### config.mk
export PLATFORM = sky130hd
export DESIGN_NAME = clk_div_prog
export DESIGN_NICKNAME = d
export VERILOG_FILES = /design/src/rtl/clk_div_prog.sv
export SDC_FILE = /design/constraint.sdc
export NUM_CORES = 1
export LEC_CHECK = 0
export BUFFER_PORTS_ARGS = -buffer_cell sky130_fd_sc_hd__buf_2
export CAP_MARGIN = 40
export CORE_MARGIN = 3
export CORE_UTILIZATION = 39
export DETAILED_ROUTE_END_ITERATION = 10
export GPL_TIMING_DRIVEN = 0
export PLACE_DENSITY_LB_ADDON = 0.2
export SYNTH_ARGS = -nofsm -noshare
export SYNTH_HDL_FRONTEND = slang
export SYNTH_SLANG_ARGS = --single-unit
### constraint.sdc
create_clock -name clk -period 4.3 [get_ports clk]
set_clock_uncertainty 0.2 [all_clocks]
set_input_delay 0.86 -clock clk [delete_from_list [all_inputs] [get_ports clk]]
set_output_delay 0.86 -clock clk [all_outputs]
set_load 0.01 [all_outputs]
### src/rtl/clk_div_prog.sv
// clk_div_prog: NCH independent programmable clock dividers, 50% duty for odd and even divisors.
// Odd divisors stretch the posedge phase by half a cycle through a negedge copy ORed onto the output.
module clk_div_chan #(
  parameter int WIDTH = 8
) (
  input  logic             clk,
  input  logic             rst_n,
  input  logic             en,
  input  logic             load,
  input  logic [WIDTH-1:0] div_val,
  output logic             clk_out,
  output logic             tick
);
  typedef enum logic [1:0] {IDLE, RUN, STOP} state_t;
  state_t           r_state, w_state_nx;
  logic             r_arm, r_ph, r_nph, r_pv, w_ph_nx, w_pv_nx, w_legal, w_wrap;
  logic [WIDTH-1:0] r_cnt, r_a, r_pend, w_cnt_nx, w_a_nx, w_pend_nx;
  assign w_legal = load && (div_val > WIDTH'(1));
  assign w_wrap  = r_cnt == r_a - WIDTH'(1);
  always_comb begin
    w_state_nx = r_state;
    w_cnt_nx   = r_cnt;
    w_a_nx     = r_a;
    w_pend_nx  = r_pend;
    w_pv_nx    = r_pv;
    w_ph_nx    = r_ph;
    if (r_arm) begin
      if (r_state == IDLE) begin
        w_a_nx     = w_legal ? div_val : r_a;
        w_state_nx = en ? RUN : IDLE;
        w_ph_nx    = en;
      end else begin
        w_cnt_nx   = w_wrap ? '0 : r_cnt + WIDTH'(1);
        w_pend_nx  = w_legal ? div_val : r_pend;
        w_pv_nx    = !w_wrap && (r_pv || w_legal);
        w_a_nx     = !w_wrap ? r_a : w_legal ? div_val : r_pv ? r_pend : r_a;
        w_state_nx = en ? RUN : w_wrap ? IDLE : STOP;
        w_ph_nx    = (en || !w_wrap) && (w_cnt_nx < (r_a >> 1));
      end
    end
  end
  // r_arm delays the first active edge by one clock after reset release
  always_ff @(posedge clk or negedge rst_n) begin
    if (!rst_n) begin
      r_arm   <= 1'b0;
      r_state <= IDLE;
      r_cnt   <= '0;
      r_a     <= WIDTH'(2);
      r_pend  <= WIDTH'(2);
      r_pv    <= 1'b0;
      r_ph    <= 1'b0;
    end else begin
      r_arm   <= 1'b1;
      r_state <= w_state_nx;
      r_cnt   <= w_cnt_nx;
      r_a     <= w_a_nx;
      r_pend  <= w_pend_nx;
      r_pv    <= w_pv_nx;
      r_ph    <= w_ph_nx;
    end
  end
  always_ff @(negedge clk or negedge rst_n) begin
    if (!rst_n) r_nph <= 1'b0;
    else        r_nph <= r_ph;
  end
  assign clk_out = r_a[0] ? (r_ph | r_nph) : r_ph;
  assign tick    = (r_state == RUN) && (r_cnt == '0);
endmodule

module clk_div_prog #(
  parameter int NCH   = 2,
  parameter int WIDTH = 8
) (
  input  logic                 clk,
  input  logic                 rst_n,
  input  logic [NCH-1:0]       en,
  input  logic [NCH-1:0]       load,
  input  logic [NCH*WIDTH-1:0] div_val,
  output logic [NCH-1:0]       clk_out,
  output logic [NCH-1:0]       tick
);
  for (genvar c = 0; c < NCH; c++) begin : g_ch
    clk_div_chan #(.WIDTH(WIDTH)) u_ch (
      .clk     (clk),
      .rst_n   (rst_n),
      .en      (en[c]),
      .load    (load[c]),
      .div_val (div_val[c*WIDTH +: WIDTH]),
      .clk_out (clk_out[c]),
      .tick    (tick[c])
    );
  end
endmodule

==> results of run 1 <==
[final timing paths]
path                            slack, ns                               start  cells past startpoint                                 end
worst max register to register       0.43     g_ch[0].u_ch.r_a[1]$_DFFE_PN1P_                     15       g_ch[0].u_ch.r_ph$_DFFE_PN0P_
max in group asynchronous            0.89                               rst_n                      1        g_ch[0].u_ch.r_nph$_DFF_NN0_
min in group asynchronous            0.42                               rst_n                      1   g_ch[0].u_ch.r_cnt[5]$_DFFE_PN0P_
worst max-delay path                 0.05        g_ch[1].u_ch.r_nph$_DFF_NN0_                      3                          clk_out[1]
worst min register to register       0.31  g_ch[0].u_ch.r_pend[6]$_DFFE_PN0P_                      1  g_ch[0].u_ch.r_pend[6]$_DFFE_PN0P_
worst min-delay path                 0.31  g_ch[0].u_ch.r_pend[6]$_DFFE_PN0P_                      1  g_ch[0].u_ch.r_pend[6]$_DFFE_PN0P_
[cell usage in the layout, fill, tap and decap left out, types with 8 or more instances in the layout]
cell type and instances:
dfrtp_1 53, mux2i_1 34, buf_2 27, inv_1 21, a21oi_1 21, mux2_2 20, xnor2_1 18, ha_1 18
o21ai_0 16, nand2_1 15, nor2_1 13, a21o_1 12, nor2b_1 11, clkbuf_1 10, clkbuf_8 10, or3_1 8
nand3_1 8
[cell families after synthesis]
kind of cell | count (synthesis)
mux | 54
flops | 59
fa+ha+maj | 18
other cells | 1
compound gates | 81
simple gates | 94
buf+inv | 41
xor+xnor | 24
[layout make-up]
type                    count  area, um^2  share of cell area
well taps                 129         161              0.0375
plain buffers              20         110              0.0256
multi-input cells         272        2080               0.482
clock inverters             5         100              0.0232
inverters                  21        78.8              0.0183
flip-flops and latches     59        1480               0.344
repair buffers             27         159              0.0369
clock buffers              11         141              0.0328
[state kept, by name (all words and copies together), names as in the netlist]
name,cells
g_ch.u_ch.r_nph,2
g_ch.u_ch.r_pv,2
g_ch.u_ch.r_state,4
g_ch.u_ch.r_arm,1
g_ch.u_ch.r_ph,2
g_ch.u_ch.r_cnt,16
g_ch.u_ch.r_pend,16
g_ch.u_ch.r_a,16
[layer usage]
| layer | up-vias | track usage | share of wire |
|---|---|---|---|
| li1 | 1413 | - | - |
| met1 | 1419 | 0.192 | 0.44 |
| met2 | 43 | 0.276 | 0.51 |
| met3 | 14 | 0.0416 | 0.034 |
| met4 | 0 | 0.0484 | 0.015 |
| met5 | - | 0 | 0 |
[per-stage QoR]
stage	worst slack, ns	util
final	0.0464	0.464
after global routing	0.000251	0.464
after CTS	0.0118	0.463
after detailed placement	0.304	0.437
after global placement	-0.0663	0.434
after floorplan	0.494	-
[cells in the mapped netlist (2+ instances only)]
master     count
inv_1         21
nor3_1         5
ha_1          18
or3_1          8
and3_1         2
a41oi_1        2
clkbuf_1      10
a31oi_1        2
nand4_1        3
o21ai_0       16
buf_2          3
nand2_1       15
a21oi_1       21
and3b_1        2
or2_2          3
and4_1         4
o21ai_1        2
buf_4          5
xor2_1         6
nor4_1         7
nor2_1        13
dfstp_2        4
a21o_1        12
nand3b_1       2
mux2i_1       34
o21a_1         4
nor4b_1        2
dfrtn_1        2
xnor2_1       18
mux2_2        20
nor2b_1       11
o2bb2ai_1      3
nand3_1        8
o221ai_1       2
o2111ai_1      3
dfrtp_1       53
a21boi_0       4
nand2b_1       7
a2bb2oi_1      2
a2111oi_0      2
[power breakdown]
part / internal [mW] / leakage, nW / switching, mW / total (mW)
sequential: 0.750 / 0.670 / 0.190 / 0.940
combinational: 0.599 / 1.09 / 0.632 / 1.23
clock: 0.399 / 0.123 / 0.219 / 0.619
==> run_results.csv, run 1 <==
group,metric,value,unit
outcome,status,"finished clean",
setup_path,cp.required,3.24,ns
finish,fin_area,4310,um^2
min_path,hold_path_class,"reg -> reg",
drt,drc,0,
cts,clk_pin_slew,0.07,ns
die,die_x,104,um
logic_synthesis,syn_nets,412,
die,io_pins,26,
placement,placed_cells,528,
logic_synthesis,yosysUniqueCellTypes,51,
power,p_per_area,648,nW/um^2
logic_synthesis,synth_compound_area_frac,0.145,
logic_synthesis,ys_ff_latch,59,
logic_synthesis,avgSynthCellArea,10.1,um^2
logic_synthesis,ys_seq_area_frac,0.396,
power,p_leak,1.88,nW
global_routing,antenna_found_initial,0,
timing,worst_pin_slew,0.828,ns
logic_synthesis,synthMuxAreaShare,0.151,
logic_synthesis,synth-xor-area-share,0.0561,
timing,slew_headroom,0.446,
finish,diodes,0,
timing,report.final.setup_viol,0,
setup_path,cp-end-kind,"output pin",
cts,htreeDepth,3,
logic_synthesis,synthesis.area,3740,um^2
global_routing,grt_usage,0.159,
logic_synthesis,synthArstFlopShare,1.00,
global_routing,grt_pass1_wl,14100,um
logic_synthesis,synth_fa_ha_area_frac,0.0601,
setup_path,setup.worst_path.class,"reg -> out",
drt,dr.pass1.iters,4,
die,rows,35,
logic_synthesis,yosys.area.top_type,"dfrtp_1",
drt,drt_iter0_markers,116,
die,initial_utilization,0.403,
finish,drive_gt1_frac,0.195,
die,core,9280,um^2
timing,slew_viol_final,0,
die,die_h,104,um
timing,rsz0062_at_grt,"no",
logic_synthesis,ys_warn_count,0,
drt,num_vias,2889,
cts,postCtsHoldBufs,0,
timing,final_hold_viol_count,0,
setup_path,crit_chain,"a21o_1, buf_4, buf_6",
cts,clkSinkCount,59,
logic_synthesis,yosys.area_share.simple,0.141,
cts,cts_buffers,9,
logic_synthesis,yosys-top-cells-area,"dfrtp_1 (35%), mux2i_1 (9.1%), ha_1 (6.0%)",
job,maxCapViolCount,0,
cts,cts_resized,0,
cts,clock_path_buffers,2,
logic_synthesis,ys.flop_type,"dfrtp_1",
setup_path,cp_slowest_cell,"dfrtn_1",
global_routing,grt_max_degree,35,
cts,clk_latency,0.34,ns
drt,wl_per_cell,15.1,um
setup_path,cp.arrival,3.19,ns
placement,hpwl,6240,um
logic_synthesis,synth-edff-count,0,
power,total_power,2.79,mW
drt,via_per_inst,5.31,
global_routing,overflow,0,
power,vdd_drop_max,0.000328,V
setup_path,path_delay_family,"flip-flops",
drt,finalWirelength,8230,um
logic_synthesis,syn-instance-count,372,
logic_synthesis,yosysTopAreaCellShare,0.354,
finish,fillers,897,
timing,holdWs,0.307,ns
timing,fin_setup_tns,0,ns
setup_path,cp_slowest_stage_delay,0.32,ns
setup_path,cp_max_fo,1,
logic_synthesis,synth_top_family_by_area,"multiplexers",
setup_path,start_kind,"flip-flop",
cts,root_buffer,"clkbuf_8",
finish,layout.cells.non_filler,544,
cts,post_cts_buffers,0,
setup_path,cp_num_buf_inv,2,
cts,cts_tree,"yes",
placement,place_congestion,0.873,
die,die_area,10800,um^2
placement,placed_cell_area,4060,um^2
finish,syn_to_final_growth,15.0,%
global_routing,grt_pass1_vias,2929,
drt,ant_nets,0,
placement,port_buffers,25,
finish,final_nets,450,
(Power assumes the default switching activity.)
==> run 2: changes to the inputs <==
--- a/config.mk
+++ b/config.mk
@@ -9,9 +9,11 @@
 export CAP_MARGIN = 40
 export CORE_MARGIN = 3
 export CORE_UTILIZATION = 39
+export CTS_BUF_LIST = sky130_fd_sc_hd__clkbuf_8
 export DETAILED_ROUTE_END_ITERATION = 10
 export GPL_TIMING_DRIVEN = 0
 export PLACE_DENSITY_LB_ADDON = 0.2
+export SLEW_MARGIN = 10
 export SYNTH_ARGS = -nofsm -noshare
 export SYNTH_HDL_FRONTEND = slang
 export SYNTH_SLANG_ARGS = --single-unit
==> run 2 against run 1 <==
First-iteration DRC count fell by 13%. Worst hold slack got worse by 0.0033 ns. Non-clock buffer count fell by 1. Flip-flop and latch count did not move. Global-route usage rose by 0.16 points. Power barely moved. Sequential share of layout area rose by 0.090 points. Sequential power barely moved. Largest cell class unchanged. Cell count fell by 0.18%.
==> run_results.csv, run 2 (synthesized netlist as in run 1, its figures left out) <==
group,metric,value,unit
timing,slew_viol_final,0,
timing,worst_slack,0.0380,ns
cts,cts_buffers,9,
drt,dr.pass1.iters,6,
timing,holdWs,0.304,ns
finish,diodes,0,
placement,placed_cell_area,4040,um^2
timing,worst_pin_slew,0.831,ns
cts,cts_tree,"yes",
power,p_per_area,649,nW/um^2
min_path,hold_path_class,"reg -> reg",
outcome,status,"finished clean",
timing,final_hold_viol_count,0,
power,total_power,2.79,mW
placement,port_buffers,25,
global_routing,grt_usage,0.160,
finish,final_common_cell,"dfrtp_1",
timing,fin_setup_tns,0,ns
finish,layout_common_cells,"dfrtp_1 (53), mux2i_1 (34), buf_2 (25)",
power,p_leak,1.88,nW
cts,htreeDepth,3,
setup_path,cp_max_fo,1,
placement,hpwl,6080,um
finish,fin_area,4300,um^2
die,rows,35,
timing,slew_headroom,0.444,
placement,place_ws,0.292,ns
global_routing,grt_max_degree,60,
global_routing,antenna_found_initial,0,
setup_path,cp.required,3.24,ns
placement,placed_cells,527,
finish,reg_top3,"g_ch.u_ch.r_a (16), g_ch.u_ch.r_cnt (16), g_ch.u_ch.r_pend (16)",
cts,clk_latency,0.33,ns
timing,rsz0062_at_grt,"no",
global_routing,grt_pass1_wl,14200,um
placement,place_congestion,0.873,
timing,report.final.setup_viol,0,
drt,wl_per_cell,15.1,um
setup_path,cp-end-kind,"output pin",
die,initial_utilization,0.403,
setup_path,r2r_cells,15,
setup_path,r2r_slack,0.44,ns
die,die_area,10800,um^2
finish,drive_gt1_frac,0.193,
setup_path,setup.worst_path.start,"g_ch[1].u_ch.r_nph$_DFF_NN0_",
finish,layout.cells.non_filler,543,
finish,final_util,0.463,
setup_path,worstSetupEndpoint,"clk_out[1]",
global_routing,grt_pass1_vias,2928,
drt,drc,0,
job,maxCapViolCount,0,
power,vdd_drop_max,0.000339,V
cts,clk_pin_slew,0.06,ns
cts,clkSinkCount,59,
setup_path,cp.arrival,3.20,ns
cts,clock_path_buffers,2,
drt,num_vias,2864,
drt,via_per_inst,5.27,
die,core,9280,um^2
global_routing,overflow,0,
die,die_x,104,um
cts,post_cts_buffers,0,
die,io_pins,26,
die,die_h,104,um
setup_path,start_kind,"flip-flop",
drt,drt_iter0_markers,101,
setup_path,regToRegStartpoint,"g_ch[0].u_ch.r_a[1]$_DFFE_PN1P_",
cts,postCtsHoldBufs,0,
cts,cts_resized,0,
drt,finalWirelength,8210,um
drt,ant_nets,0,
cts,root_buffer,"clkbuf_8",
finish,syn_to_final_growth,14.7,%
finish,final_nets,449,
setup_path,setup.worst_path.class,"reg -> out",
setup_path,worst_r2r_endpoint,"g_ch[0].u_ch.r_ph$_DFFE_PN0P_",
## run 2: cell count changes in the layout (fill, tap and decap cells not counted)
cell	delta
clkbuf_1	-1
buf_6	+1
buf_12	-1
buf_2	-2
inv_1	+1
buf_4	+1
## run 2: cell type report
class                      instances  area, um^2
fill                             899        4990
multi-input combinational        272        2080
sequential                        59        1480
tap                              129         161
timing repair buffer              26         148
clock buffer                      10         138
buffer                            20         110
clock inverter                     6         104
inverter                          21        78.8
## run 2: power breakdown
group / leakage (nW) / total [mW] / internal [mW] / switching [mW]
Clock: 0.127 / 0.617 / 0.397 / 0.220
Combinational: 1.08 / 1.23 / 0.601 / 0.630
Sequential: 0.670 / 0.939 / 0.750 / 0.189
## run 2: how the worst min path moves through the flow
stage                                        from                                 end  slack, ns  cells after the start
3_5_place_dp   g_ch[1].u_ch.r_pend[7]$_DFFE_PN0P_  g_ch[1].u_ch.r_pend[7]$_DFFE_PN0P_       0.29                      1
3_3_place_gp   g_ch[0].u_ch.r_pend[7]$_DFFE_PN0P_  g_ch[0].u_ch.r_pend[7]$_DFFE_PN0P_       0.29                      1
2_1_floorplan  g_ch[0].u_ch.r_pend[0]$_DFFE_PN0P_  g_ch[0].u_ch.r_pend[0]$_DFFE_PN0P_       0.28                      1
4_1_cts        g_ch[1].u_ch.r_pend[7]$_DFFE_PN0P_  g_ch[1].u_ch.r_pend[7]$_DFFE_PN0P_       0.31                      1
6_report       g_ch[1].u_ch.r_pend[7]$_DFFE_PN0P_  g_ch[1].u_ch.r_pend[7]$_DFFE_PN0P_       0.30                      1
5_1_grt        g_ch[0].u_ch.r_pend[7]$_DFFE_PN0P_  g_ch[0].u_ch.r_pend[7]$_DFFE_PN0P_       0.32                      1
## run 2: metal layers
metal | track usage | vias up | part of all wire
li1 | - | 1413 | -
met1 | 0.198 | 1398 | 0.45
met2 | 0.274 | 40 | 0.50
met3 | 0.0447 | 13 | 0.032
met4 | 0.0465 | 0 | 0.014
met5 | 0 | - | 0
## run 2: critical path, cell delays in order (launching register included)
cell and delay (ns):
dfrtn_1 0.33, a21o_1 0.17, buf_4 0.12, buf_6 0.11
==> run 3: changes to the inputs <==
==> constraint.sdc (replaced) <==
create_clock -name clk -period 4.7 [get_ports clk]
set_clock_uncertainty 0.2 [all_clocks]
set_input_delay 0.94 -clock clk [delete_from_list [all_inputs] [get_ports clk]]
set_output_delay 0.94 -clock clk [all_outputs]
set_load 0.01 [all_outputs]
==> run 3 against run 2 <==
Utilization down 0.15 points. Register-to-register slack better by 0.22 ns. Count of clock-buffer cells in the layout unchanged. Worst hold slack about the same. Sequential share of layout area up 0.11 points. Die area unchanged. Largest cell class unchanged. Largest power group unchanged. Highest routed layer unchanged.
==> run_results.csv, run 3 (synthesized netlist as in run 1, its figures left out) <==
group,metric,value,unit
timing,fin_setup_tns,0,ns
placement,port_buffers,25,
power,swShare,0.374,
finish,final_util,0.461,
finish,reg_top3,"g_ch.u_ch.r_a (16), g_ch.u_ch.r_cnt (16), g_ch.u_ch.r_pend (16)",
min_path,hold_path_class,"reg -> reg",
cts,clk_latency,0.33,ns
timing,rsz0062_at_grt,"no",
drt,drt_iter0_markers,96,
setup_path,cp.required,3.56,ns
drt,via_per_inst,5.29,
setup_path,setup.worst_path.class,"reg -> out",
die,die_h,104,um
die,die_area,10800,um^2
min_path,whs_path_depth,1,
global_routing,grt_usage,0.160,
placement,hpwl,6080,um
cts,root_buffer,"clkbuf_8",
job,maxCapViolCount,0,
finish,syn_to_final_growth,14.4,%
global_routing,grt_max_degree,60,
power,p_seq_frac,0.339,
setup_path,cp_max_fo,1,
setup_path,cp-end-kind,"output pin",
cts,cts_tree,"yes",
outcome,status,"finished clean",
cts,clk_pin_slew,0.06,ns
global_routing,grt_pass1_vias,2928,
timing,report.final.setup_viol,0,
timing,slew_headroom,0.445,
finish,fillers,903,
drt,dr.pass1.iters,6,
timing,worst_pin_slew,0.829,ns
power,p_per_area,593,nW/um^2
setup_path,crit_chain,"a21o_1, buf_4, buf_2",
global_routing,grt_pass1_wl,14200,um
timing,final_hold_viol_count,0,
power,total_power,2.54,mW
cts,clkSinkCount,59,
power,p_clk_frac,0.222,
timing,holdWs,0.304,ns
setup_path,start_kind,"flip-flop",
drt,finalWirelength,8220,um
drt,ant_nets,0,
die,io_pins,26,
finish,final_common_cell,"dfrtp_1",
die,rows,35,
power,power_switching,0.950,mW
finish,diodes,0,
power,vdd_drop_max,0.000310,V
cts,htreeDepth,3,
power,p_int,1.59,mW
die,core,9280,um^2
global_routing,overflow,0,
setup_path,r2r_cells,15,
cts,post_cts_buffers,0,
cts,postCtsHoldBufs,0,
drt,wl_per_cell,15.1,um
power,p_leak,1.87,nW
cts,cts_buffers,9,
finish,final_nets,449,
setup_path,cp.arrival,3.42,ns
global_routing,antenna_found_initial,0,
cts,cts_resized,0,
cts,clock_path_buffers,2,
drt,num_vias,2870,
finish,drive_gt1_frac,0.191,
setup_path,cp_slowest_stage_delay,0.32,ns
die,die_x,104,um
power,power_frac_comb,0.439,
drt,drc,0,
timing,worst_slack,0.144,ns
finish,layout_common_cells,"dfrtp_1 (53), mux2i_1 (34), buf_2 (27)",
placement,place_congestion,0.873,
setup_path,cp_slowest_cell,"dfrtn_1",
timing,slew_viol_final,0,
die,initial_utilization,0.403,
placement,place_ws,0.478,ns
run 3: cell count changes in the layout (fill, tap and decap cells not counted):
cell,change
clkbuf_1,+1
buf_2,+2
buf_6,-2
clkbuf_2,-1
run 3: per-layer routing:
layer | global-route usage | routed length [um]
met4 | 0.0465 | 115
met1 | 0.198 | 3720
met2 | 0.274 | 4120
met3 | 0.0447 | 268
met5 | 0 | 0
run 3: path summary, 6_finish.rpt:
| check | startpoint | end | slack, ns |
|---|---|---|---|
| max in group asynchronous | rst_n | g_ch[1].u_ch.r_nph$_DFF_NN0_ | 1.07 |
| min | g_ch[1].u_ch.r_pend[7]$_DFFE_PN0P_ | g_ch[1].u_ch.r_pend[7]$_DFFE_PN0P_ | 0.30 |
| min in group asynchronous | rst_n | g_ch[0].u_ch.r_cnt[5]$_DFFE_PN0P_ | 0.47 |
| max | g_ch[0].u_ch.r_nph$_DFF_NN0_ | clk_out[0] | 0.14 |
| max reg2reg | g_ch[0].u_ch.r_a[1]$_DFFE_PN1P_ | g_ch[0].u_ch.r_ph$_DFFE_PN0P_ | 0.66 |
| min reg2reg | g_ch[1].u_ch.r_pend[7]$_DFFE_PN0P_ | g_ch[1].u_ch.r_pend[7]$_DFFE_PN0P_ | 0.30 |
run 3: worst max-delay path: cells and delay by family, from the launching register on:
kind | cells | cell delay, ns
AOI/OAI and AO/OA | 1 | 0.17
DFF | 1 | 0.32
buffers and inverters | 2 | 0.25
run 3: final cells by class:
type | count | area (um^2) | share of cell area
sequential | 59 | 1480 | 0.346
timing repair buffer | 26 | 135 | 0.0316
tap | 129 | 161 | 0.0377
multi-input combinational | 272 | 2080 | 0.485
clock inverter | 6 | 104 | 0.0242
inverter | 21 | 78.8 | 0.0184
buffer | 20 | 109 | 0.0254
clock buffer | 10 | 138 | 0.0321
run 3: power groups by stage:
stage               registers (mW)  clock network [mW]  logic, mW
finish                       0.860               0.565       1.12
global route                 0.884               0.604       1.28
CTS                          0.860               0.579       1.12
detailed placement           0.868                   0       1.11
global placement             0.863                   0       1.08
floorplan                    0.811                   0      0.893
run 3: through the flow:
stage	cells	cell area, um^2
after floorplan	372	3740
after global placement	526	4030
after detailed placement	527	4040
after CTS	543	4280
after global routing	543	4280
final	543	4280
